===== src/rtl/fetch_engine.sv =====
// Fetch stage: fetches a FETCH_WIDTH-instruction bundle per cycle, predicts branches
// with a small fully-associative BTB, and buffers bundles in a queue toward decode.
module fetch_engine #(
  parameter int                FETCH_WIDTH = 2,
  parameter int                QDEPTH      = 8,
  parameter int                BTB_ENTRIES = 4,
  parameter int                ADDR_W      = 16,
  parameter int                INSTR_W     = 16,
  parameter logic [ADDR_W-1:0] RESET_PC    = '0
) (
  input  logic                           clk,
  input  logic                           reset,
  input  logic                           redirect,
  input  logic [ADDR_W-1:0]              redirect_pc,
  output logic [ADDR_W-1:0]              imem_addr,
  input  logic [FETCH_WIDTH*INSTR_W-1:0] imem_rdata,
  output logic                           out_valid,
  input  logic                           out_ready,
  output logic [FETCH_WIDTH*INSTR_W-1:0] out_instr,
  output logic [ADDR_W-1:0]              out_pc,
  output logic [FETCH_WIDTH-1:0]         out_slot_valid,
  output logic [FETCH_WIDTH-1:0]         out_pred_taken,
  input  logic                           bp_upd_valid,
  input  logic [ADDR_W-1:0]              bp_upd_pc,
  input  logic                           bp_upd_taken,
  input  logic [ADDR_W-1:0]              bp_upd_target,
  output logic [$clog2(QDEPTH):0]        q_count
);

  localparam int QW = $clog2(QDEPTH);
  localparam int BW = (BTB_ENTRIES > 1) ? $clog2(BTB_ENTRIES) : 1;
  localparam int DW = FETCH_WIDTH * INSTR_W;

  logic [ADDR_W-1:0]      pc_q;
  logic [DW-1:0]          qi_q [QDEPTH];
  logic [ADDR_W-1:0]      qp_q [QDEPTH];
  logic [FETCH_WIDTH-1:0] qs_q [QDEPTH];
  logic [FETCH_WIDTH-1:0] qt_q [QDEPTH];
  logic [QW-1:0]          wr_q, rd_q, rd_d;
  logic [QW:0]            cnt_q, cnt_d;

  logic                   hv_q, hv_d;
  logic [DW-1:0]          hi_q, hi_d;
  logic [ADDR_W-1:0]      hp_q, hp_d;
  logic [FETCH_WIDTH-1:0] hs_q, hs_d;
  logic [FETCH_WIDTH-1:0] ht_q, ht_d;

  logic [BTB_ENTRIES-1:0] bv_q;
  logic [ADDR_W-1:0]      btag_q [BTB_ENTRIES];
  logic [ADDR_W-1:0]      btgt_q [BTB_ENTRIES];
  logic [1:0]             bctr_q [BTB_ENTRIES];
  logic [BW-1:0]          victim_q;

  logic [ADDR_W-1:0]      slot_pc_s  [FETCH_WIDTH];
  logic [ADDR_W-1:0]      slot_tgt_s [FETCH_WIDTH];
  logic [FETCH_WIDTH-1:0] taken_s, sv_s, pt_s;
  logic [ADDR_W-1:0]      next_pc_s;
  logic                   found_s;
  logic                   fetch_s, pop_s;

  logic                   upd_hit_s, free_s;
  logic [BW-1:0]          upd_idx_s, free_idx_s, alloc_idx_s;

  assign imem_addr      = pc_q;
  assign out_valid      = hv_q;
  assign out_instr      = hi_q;
  assign out_pc         = hp_q;
  assign out_slot_valid = hs_q;
  assign out_pred_taken = ht_q;
  assign q_count        = cnt_q;

  // Tags are unique, so at most one entry matches a slot and OR-merging is exact.
  always_comb begin
    for (int i = 0; i < FETCH_WIDTH; i++) begin
      slot_pc_s[i]  = pc_q + ADDR_W'(2 * i);
      slot_tgt_s[i] = '0;
      taken_s[i]    = 1'b0;
      for (int e = 0; e < BTB_ENTRIES; e++) begin
        taken_s[i]    = taken_s[i] | (bv_q[e] && (btag_q[e] == slot_pc_s[i]) && bctr_q[e][1]);
        slot_tgt_s[i] = slot_tgt_s[i] |
                        ((bv_q[e] && (btag_q[e] == slot_pc_s[i])) ? btgt_q[e] : '0);
      end
    end
  end

  always_comb begin
    sv_s      = '0;
    pt_s      = '0;
    found_s   = 1'b0;
    next_pc_s = pc_q + ADDR_W'(2 * FETCH_WIDTH);
    for (int i = 0; i < FETCH_WIDTH; i++) begin
      sv_s[i] = !found_s;
      if (!found_s && taken_s[i]) begin
        pt_s[i]   = 1'b1;
        next_pc_s = slot_tgt_s[i];
        found_s   = 1'b1;
      end else begin
        pt_s[i] = 1'b0;
      end
    end
  end

  assign fetch_s = !redirect && (cnt_q < (QW+1)'(QDEPTH));
  assign pop_s   = hv_q && out_ready && !redirect;
  assign cnt_d   = cnt_q + (QW+1)'(fetch_s) - (QW+1)'(pop_s);
  assign rd_d    = rd_q + QW'(pop_s);

  // Next head: a bundle pushed into the slot that becomes the head is forwarded from the push.
  always_comb begin
    hv_d = (cnt_d != '0);
    if (cnt_d == '0) begin
      hi_d = '0;
      hp_d = '0;
      hs_d = '0;
      ht_d = '0;
    end else if (fetch_s && (wr_q == rd_d)) begin
      hi_d = imem_rdata;
      hp_d = pc_q;
      hs_d = sv_s;
      ht_d = pt_s;
    end else begin
      hi_d = qi_q[rd_d];
      hp_d = qp_q[rd_d];
      hs_d = qs_q[rd_d];
      ht_d = qt_q[rd_d];
    end
  end

  always_ff @(posedge clk) begin
    if (!reset) begin
      pc_q  <= RESET_PC;
      wr_q  <= '0;
      rd_q  <= '0;
      cnt_q <= '0;
      hv_q  <= 1'b0;
      hi_q  <= '0;
      hp_q  <= '0;
      hs_q  <= '0;
      ht_q  <= '0;
    end else if (redirect) begin
      pc_q  <= redirect_pc;
      wr_q  <= '0;
      rd_q  <= '0;
      cnt_q <= '0;
      hv_q  <= 1'b0;
      hi_q  <= '0;
      hp_q  <= '0;
      hs_q  <= '0;
      ht_q  <= '0;
    end else begin
      if (fetch_s) begin
        pc_q <= next_pc_s;
        wr_q <= wr_q + QW'(1);
      end
      rd_q  <= rd_d;
      cnt_q <= cnt_d;
      hv_q  <= hv_d;
      hi_q  <= hi_d;
      hp_q  <= hp_d;
      hs_q  <= hs_d;
      ht_q  <= ht_d;
    end
  end

  always_ff @(posedge clk) begin
    if (reset && fetch_s) begin
      qi_q[wr_q] <= imem_rdata;
      qp_q[wr_q] <= pc_q;
      qs_q[wr_q] <= sv_s;
      qt_q[wr_q] <= pt_s;
    end
  end

  // Descending scan so the lowest-index invalid entry wins allocation.
  always_comb begin
    upd_hit_s  = 1'b0;
    upd_idx_s  = '0;
    free_s     = 1'b0;
    free_idx_s = '0;
    for (int e = BTB_ENTRIES - 1; e >= 0; e--) begin
      upd_hit_s  = upd_hit_s | (bv_q[e] && (btag_q[e] == bp_upd_pc));
      upd_idx_s  = (bv_q[e] && (btag_q[e] == bp_upd_pc)) ? BW'(e) : upd_idx_s;
      free_s     = free_s | !bv_q[e];
      free_idx_s = !bv_q[e] ? BW'(e) : free_idx_s;
    end
    alloc_idx_s = free_s ? free_idx_s : victim_q;
  end

  always_ff @(posedge clk) begin
    if (!reset) begin
      bv_q     <= '0;
      victim_q <= '0;
      for (int e = 0; e < BTB_ENTRIES; e++) begin
        btag_q[e] <= '0;
        btgt_q[e] <= '0;
        bctr_q[e] <= 2'd0;
      end
    end else if (bp_upd_valid) begin
      if (upd_hit_s) begin
        if (bp_upd_taken) begin
          bctr_q[upd_idx_s] <= (bctr_q[upd_idx_s] == 2'd3) ? 2'd3 : bctr_q[upd_idx_s] + 2'd1;
          btgt_q[upd_idx_s] <= bp_upd_target;
        end else begin
          bctr_q[upd_idx_s] <= (bctr_q[upd_idx_s] == 2'd0) ? 2'd0 : bctr_q[upd_idx_s] - 2'd1;
        end
      end else if (bp_upd_taken) begin
        bv_q[alloc_idx_s]   <= 1'b1;
        btag_q[alloc_idx_s] <= bp_upd_pc;
        btgt_q[alloc_idx_s] <= bp_upd_target;
        bctr_q[alloc_idx_s] <= 2'd2;
        if (!free_s) begin
          victim_q <= (victim_q == BW'(BTB_ENTRIES - 1)) ? '0 : victim_q + BW'(1);
        end
      end
    end
  end

endmodule


===== config.mk =====
export PLATFORM = sky130hd
export DESIGN_NAME = fetch_engine
export DESIGN_NICKNAME = d
export VERILOG_FILES = /design/src/rtl/fetch_engine.sv
export SDC_FILE = /design/constraint.sdc
export NUM_CORES = 1
export LEC_CHECK = 0
export CORE_MARGIN = 2
export CORE_UTILIZATION = 53
export CTS_CLUSTER_DIAMETER = 40
export DETAILED_ROUTE_END_ITERATION = 12
export HOLD_SLACK_MARGIN = 0.06
export PLACE_DENSITY = 0.69
export SYNTH_ARGS = -nofsm -noshare
export SYNTH_HDL_FRONTEND = slang
export SYNTH_SLANG_ARGS = --single-unit

===== constraint.sdc =====
create_clock -name clk -period 9.2 [get_ports clk]
set_input_delay 0.92 -clock clk [delete_from_list [all_inputs] [get_ports clk]]
set_output_delay 0.92 -clock clk [all_outputs]
set_load 0.005 [all_outputs]

== Yosys cells after proc, flatten, opt, wreduce, memory -nomap -nowiden ==
Memories as Yosys holds them, arrays and structs flattened. A register that Yosys moved wholly into a read port is not among the register bits.
Index checks and enable logic that the tools add are counted.
Widths: inputs -> output; s select.
Cells by class
  bitwise logic cells: 23
  $mul: 0
  equal/unequal tests: 15
  div/mod/pow operators: 0
  reductions and logical operators: 46
  add/subtract/negate cells: 9
  shifts and indexed selects: 0
  mux-type cells: 62
  $lt $le $gt $ge: 3
Operators by type and width (number)
  $mux 16: 15
  $eq 16x16->1: 12
  $or 16x16->16: 6
  $reduce_or 16->1: 3
  $mux 2: 21
  $logic_and 1x1->1: 27
  $mux 1: 25
  $add 16x2->16 const B: 1
  $add 16x3->16 const B: 1
  $or 1x1->1: 13
  $logic_not 1->1: 6
  $reduce_or 2->1: 3
  $add 2x1->2 const B: 2
  $add 4x1->4: 1
  $eq 2x2->1 const B: 2
  $logic_not 4->1: 1
  $lt 4x4->1 const B: 1
  $or 4x4->4: 1
  $reduce_and 4->1: 1
  $reduce_bool 4->1: 1
  $sub 4x1->4: 1
  $add 3x1->3: 1
  $add 3x1->3 const B: 1
  $eq 3x3->1: 1
  9 further kinds: 11
Word-level totals
  register bits after elaboration: 35
  input port bits: 86
  latch bits: 0
  output and inout bits: 73
  RAM bits: 544
  memories: 7
  bits in read-only memories: 0
  logic and storage cells: 173
Memory list
  qi_q: depth 8, bits a word 32, rd ports 1, clocked after Yosys merged registers in 1, wr ports 1, line 35  | logic [DW-1:0] qi_q [QDEPTH];
  qp_q: depth 8, bits a word 16, rd ports 1, clocked after Yosys merged registers in 1, wr ports 1, line 36  | logic [ADDR_W-1:0] qp_q [QDEPTH];
  btag_q: depth 4, bits a word 16, rd ports 4, clocked after Yosys merged registers in 0, wr ports 4, line 49  | logic [ADDR_W-1:0] btag_q [BTB_ENTRIES];
  btgt_q: depth 4, bits a word 16, rd ports 4, clocked after Yosys merged registers in 0, wr ports 4, line 50  | logic [ADDR_W-1:0] btgt_q [BTB_ENTRIES];
  qt_q: depth 8, bits a word 2, rd ports 1, clocked after Yosys merged registers in 1, wr ports 1, line 38  | logic [FETCH_WIDTH-1:0] qt_q [QDEPTH];
  bctr_q: depth 4, bits a word 2, rd ports 5, clocked after Yosys merged registers in 0, wr ports 4, line 51  | logic [1:0] bctr_q [BTB_ENTRIES];
  1 more memories

== Longest topological paths before layout ==
An unclocked memory read counts as a cell.
  depth after elaboration: 14
  depth in mapped cells: 14
  depth with buffers taken out: 12

== Least setup slack after synthesis ==
No wires, ideal clock.
  kind: input port to flip-flop
  start: input port redirect
  end: memory qi_q[2][0] (netlist name) (enable)
  arrival time: 6.808 ns
  library setup time: 0.605 ns
  path slack: 1.787 ns
  required time: 8.595 ns
  stages: 5
  path buffers: 2
  path through: clkbuf_1 > nor2b_1 > nand2b_1 > clkbuf_1 > nor4b_1
Between the ends
  cells in the longest elaborated chain, start to end: 5
Ends and longest elaborated chain
  from (decl): line 13  | input logic redirect,
  $logic_not 1->1: line 103  | assign fetch_s = !redirect && (cnt_q < (QW+1)'(QDEPTH));
  $logic_and 1x1->1: line 103
  $logic_and 1x1->1: line 166  | if (reset && fetch_s) begin
  $mux 1: line 166
  $mux 1 (not written as such): line 167  | qi_q[wr_q] <= imem_rdata;
  to (decl): line 35
Every way passes these cells.

== Worst setup path in the final report ==
  start: register pc_q[1], in the netlist imem_addr[1]
  end: register pc_q[15], in the netlist imem_addr[15]
Between the ends
  cells in the longest elaborated chain, start to end: 12
  elaborated cells on any way between the ends: 53
  those cells by class: add/sub: 2; eq/ne: 8; mux: 13; bitwise: 12; reduce/logical: 18
Ends and longest elaborated chain
  from (decl): line 34  | logic [ADDR_W-1:0] pc_q;
  from (signal assigned): line 141  | pc_q <= redirect_pc;
  from (signal assigned): line 152  | pc_q <= next_pc_s;
  branches (longest 9 deep; another with $add 16x2->16)
  $mux 16 (*): line 93  | if (!found_s && taken_s[i]) begin
  $mux 16 (*): line 151  | if (fetch_s) begin
  $mux 16 (*): line 140  | end else if (redirect) begin
Every way passes the cells marked *. The select of a mux whose other input is x is not followed.
A chain may end at the register's enable or synchronous reset.

==> out/results.ini <==
[job]
drv_cap=0

[power_and_ir_drop]
power_mw=7.302
power_density_nw_per_um2=212.1
leakage_nw=11.54
irDropWorstVdd_uv=144.4

[setup_path]
r2r_cells=11
end_kind=flop
r2r_slack_ps=3990
critPathRequiredTime_ps=9750
critPathKind=reg -> reg
crit_fanout=26
r2r-end=imem_addr[15]
r2r-start=imem_addr[1]
critPathLaunchType=flop
crit_arrival_ps=5770

[timing]
fin_crit_sh_pct=56.66
hold_viol=0
relSlewSlack_pct=21.38
setup_tns_ps=0
setup_viol=0
clock_skew_ps=19.77
min_period_ps=5212
rsz0062_at_grt=no
timing.fmax_ghz=0.1919
timing.final.ws_setup_ps=3988
worstMarginPinSlew_ps=1179
slew_violations=0

[min_path]
hp-start=victim_q[1]
hp-class=reg -> reg
holdPathEnd=victim_q[1]
hold_depth=2

[cts]
cts.clk_slew.worst_paths_ps=50
ctsHoldBuffers=0
htree_levels=3
cts.sinks=629
cts_setup_buffers=0
cts-buffers-inserted=90
cts_resized=0
clockRootBuffer=clkbuf_16
clock_latency_ps=640
cts_tree=built
clockBufferDepth=3

[grt]
grt_pass1_wl_mm=120.2
grt.total_usage_pct=28.48
grt_max_degree=101
overflow=0
antenna_found_initial=0
grt_pass1_vias=19226

[synthesis]
avgSynthCellArea_sq_um=13.82
synth-async-reset-ratio_pct=0
syn_inst=2104
ys_seq_area_share_pct=62.05
ys_warn_count=0
synth_cell_types=83
ys_ff_latch=629
synthTopCellsByCount=544 x edfxtp_1, 161 x nor2_1, 123 x nand2_1
yosysTopAreaCell=edfxtp_1
synth_flop_cell=edfxtp_1
synth_area_leaders=edfxtp_1 56%, mux4_2 7.9%, dfxtp_1 5.9%
synth_area_sq_um=29070
synth-edff-count=544
syn_nets=2201
synth.most_common_cell=edfxtp_1
synth.top_cell.area_share_pct=56.20

[finish]
stdcell_count=3025
n_fill_cell=3961
drive_gt1_share_pct=15.54
antenna_cells=0
final_util_pct=63.72
nets=2350
area_growth_pct=18.43

[routing]
routed_via_density=6.310
wl_per_cell_um=26.39
top_layer=met4
wl_met3_mm=6.205
drt-met1-wl_mm=32.90
drtIter0Drc=2016
drt_first_pass_iters=6
vias=19088
wl_mm=79.82
ant_nets=0
drcViolationCount=0
wl_met2_mm=37.30

[outcome]
status=completed

[placed_design]
dpl.hpwl_mm=50.74
place_ws_ps=3776
dpl.cell_count=2857
port_buffers=158
gp_congestion=1.021

[floorplan]
die_w_um=238.2
dieArea_sq_um=56730
ios=159
die_height_um=238.2
initial_core_util_pct=53.80
core_sq_um=54030
rows=85

[metal layers]
metal  track usage [%]  up-vias
met1             39.57     9569
li1                  -     8361
met5                 0        -
met2             44.82      965
met4             11.89        0
met3             4.940      193
[where the power goes]
group	total [mW]	leakage [nW]	switching (mW)	internal (mW)
Combinational	0.639	4.25	0.367	0.272
Sequential	3.26	5.82	0.0711	3.19
Clock	3.40	1.47	1.36	2.04
Total	7.30	11.5	1.80	5.51
[worst max-delay path by stage]
stage                                to  cells after the start         start  slack, ps
after floorplan              qi_q[2][0]                      5      redirect       1790
after global placement        out_pc[1]                     11      redirect       3830
after detailed placement  out_instr[26]                     11      redirect       3780
after CTS                 imem_addr[15]                     11  imem_addr[1]       4190
after global routing      imem_addr[15]                     11  imem_addr[1]       3840
final                     imem_addr[15]                     11  imem_addr[1]       3990
[cells in the final DEF (no fill, tap or decap), drive strengths merged, types with 7 or more instances in the layout]
| cell | n |
|---|---|
| o211ai | 9 |
| o2111ai | 7 |
| edfxtp | 544 |
| and2 | 59 |
| clkbuf | 102 |
| and4 | 7 |
| ha | 10 |
| xnor2 | 69 |
| dfxtp | 85 |
| maj3 | 8 |
| nor2b | 9 |
| nand4 | 32 |
| nor4 | 45 |
| nand2 | 124 |
| mux2i | 62 |
| clkdlybuf4s50 | 158 |
| xor2 | 109 |
| clkinv | 36 |
| inv | 72 |
| nor3 | 37 |
| a22oi | 13 |
| a21oi | 26 |
| buf | 49 |
| a211oi | 55 |
| clkinvlp | 11 |
| a22o | 18 |
| o21ai | 70 |
| nor3b | 8 |
| or3 | 7 |
| a21o | 7 |
| nor4b | 11 |
| and3 | 31 |
| nand2b | 14 |
| nand3 | 38 |
| a31oi | 17 |
| nor2 | 161 |
| mux4 | 102 |
| a221oi | 24 |
[stage by stage]
stage | instance area [sq um] | hold WS [ps]
finish | 34420 | 551.1
global route | 34420 | 591.6
CTS | 34420 | 552.6
detailed placement | 31360 | 547.5
global placement | 31360 | 530.6
floorplan | 29070 | 494.7
[critical path, stage by stage, from the launching register on]
cell	delay (ps)
dfxtp_1	300
buf_4	340
ha_1	700
and3_1	730
nand2_1	350
nor4_1	330
o31ai_1	180
nor4_1	740
nand4_1	700
o2bb2a_1	490
a31o_2	200
o211ai_1	80
[cell families after synthesis]
| family | synth area share, % |
|---|---|
| mux | 10.27 |
| fa+ha+maj | 0.7748 |
| simple gates | 11.06 |
| flops | 62.05 |
| xor+xnor | 5.828 |
| buf+inv | 2.979 |
| compound gates | 7.033 |
[cell type report]
cell class              instances  area, sq um  share of cell area (%)
well taps                     696        870.8                   2.530
repair buffers                207         1949                   5.663
clock buffers                 102         2369                   6.880
multi-input cells            1267        10280                   29.87
inverters                      58        217.7                  0.6324
clock inverters                66        696.9                   2.024
flip-flops and latches        629        18040                   52.40
[flip-flops by register name (all words and copies together) (netlist names), 4 cells and up]
register / flops
q_count: 4
qi_q: 256
btag_q: 64
out_pc: 16
qt_q: 16
qs_q: 8
qp_q: 128
bv_q: 4
out_instr: 32
btgt_q: 64
imem_addr: 16
bctr_q: 8
Note: power is estimated with default switching activity, not from simulation.
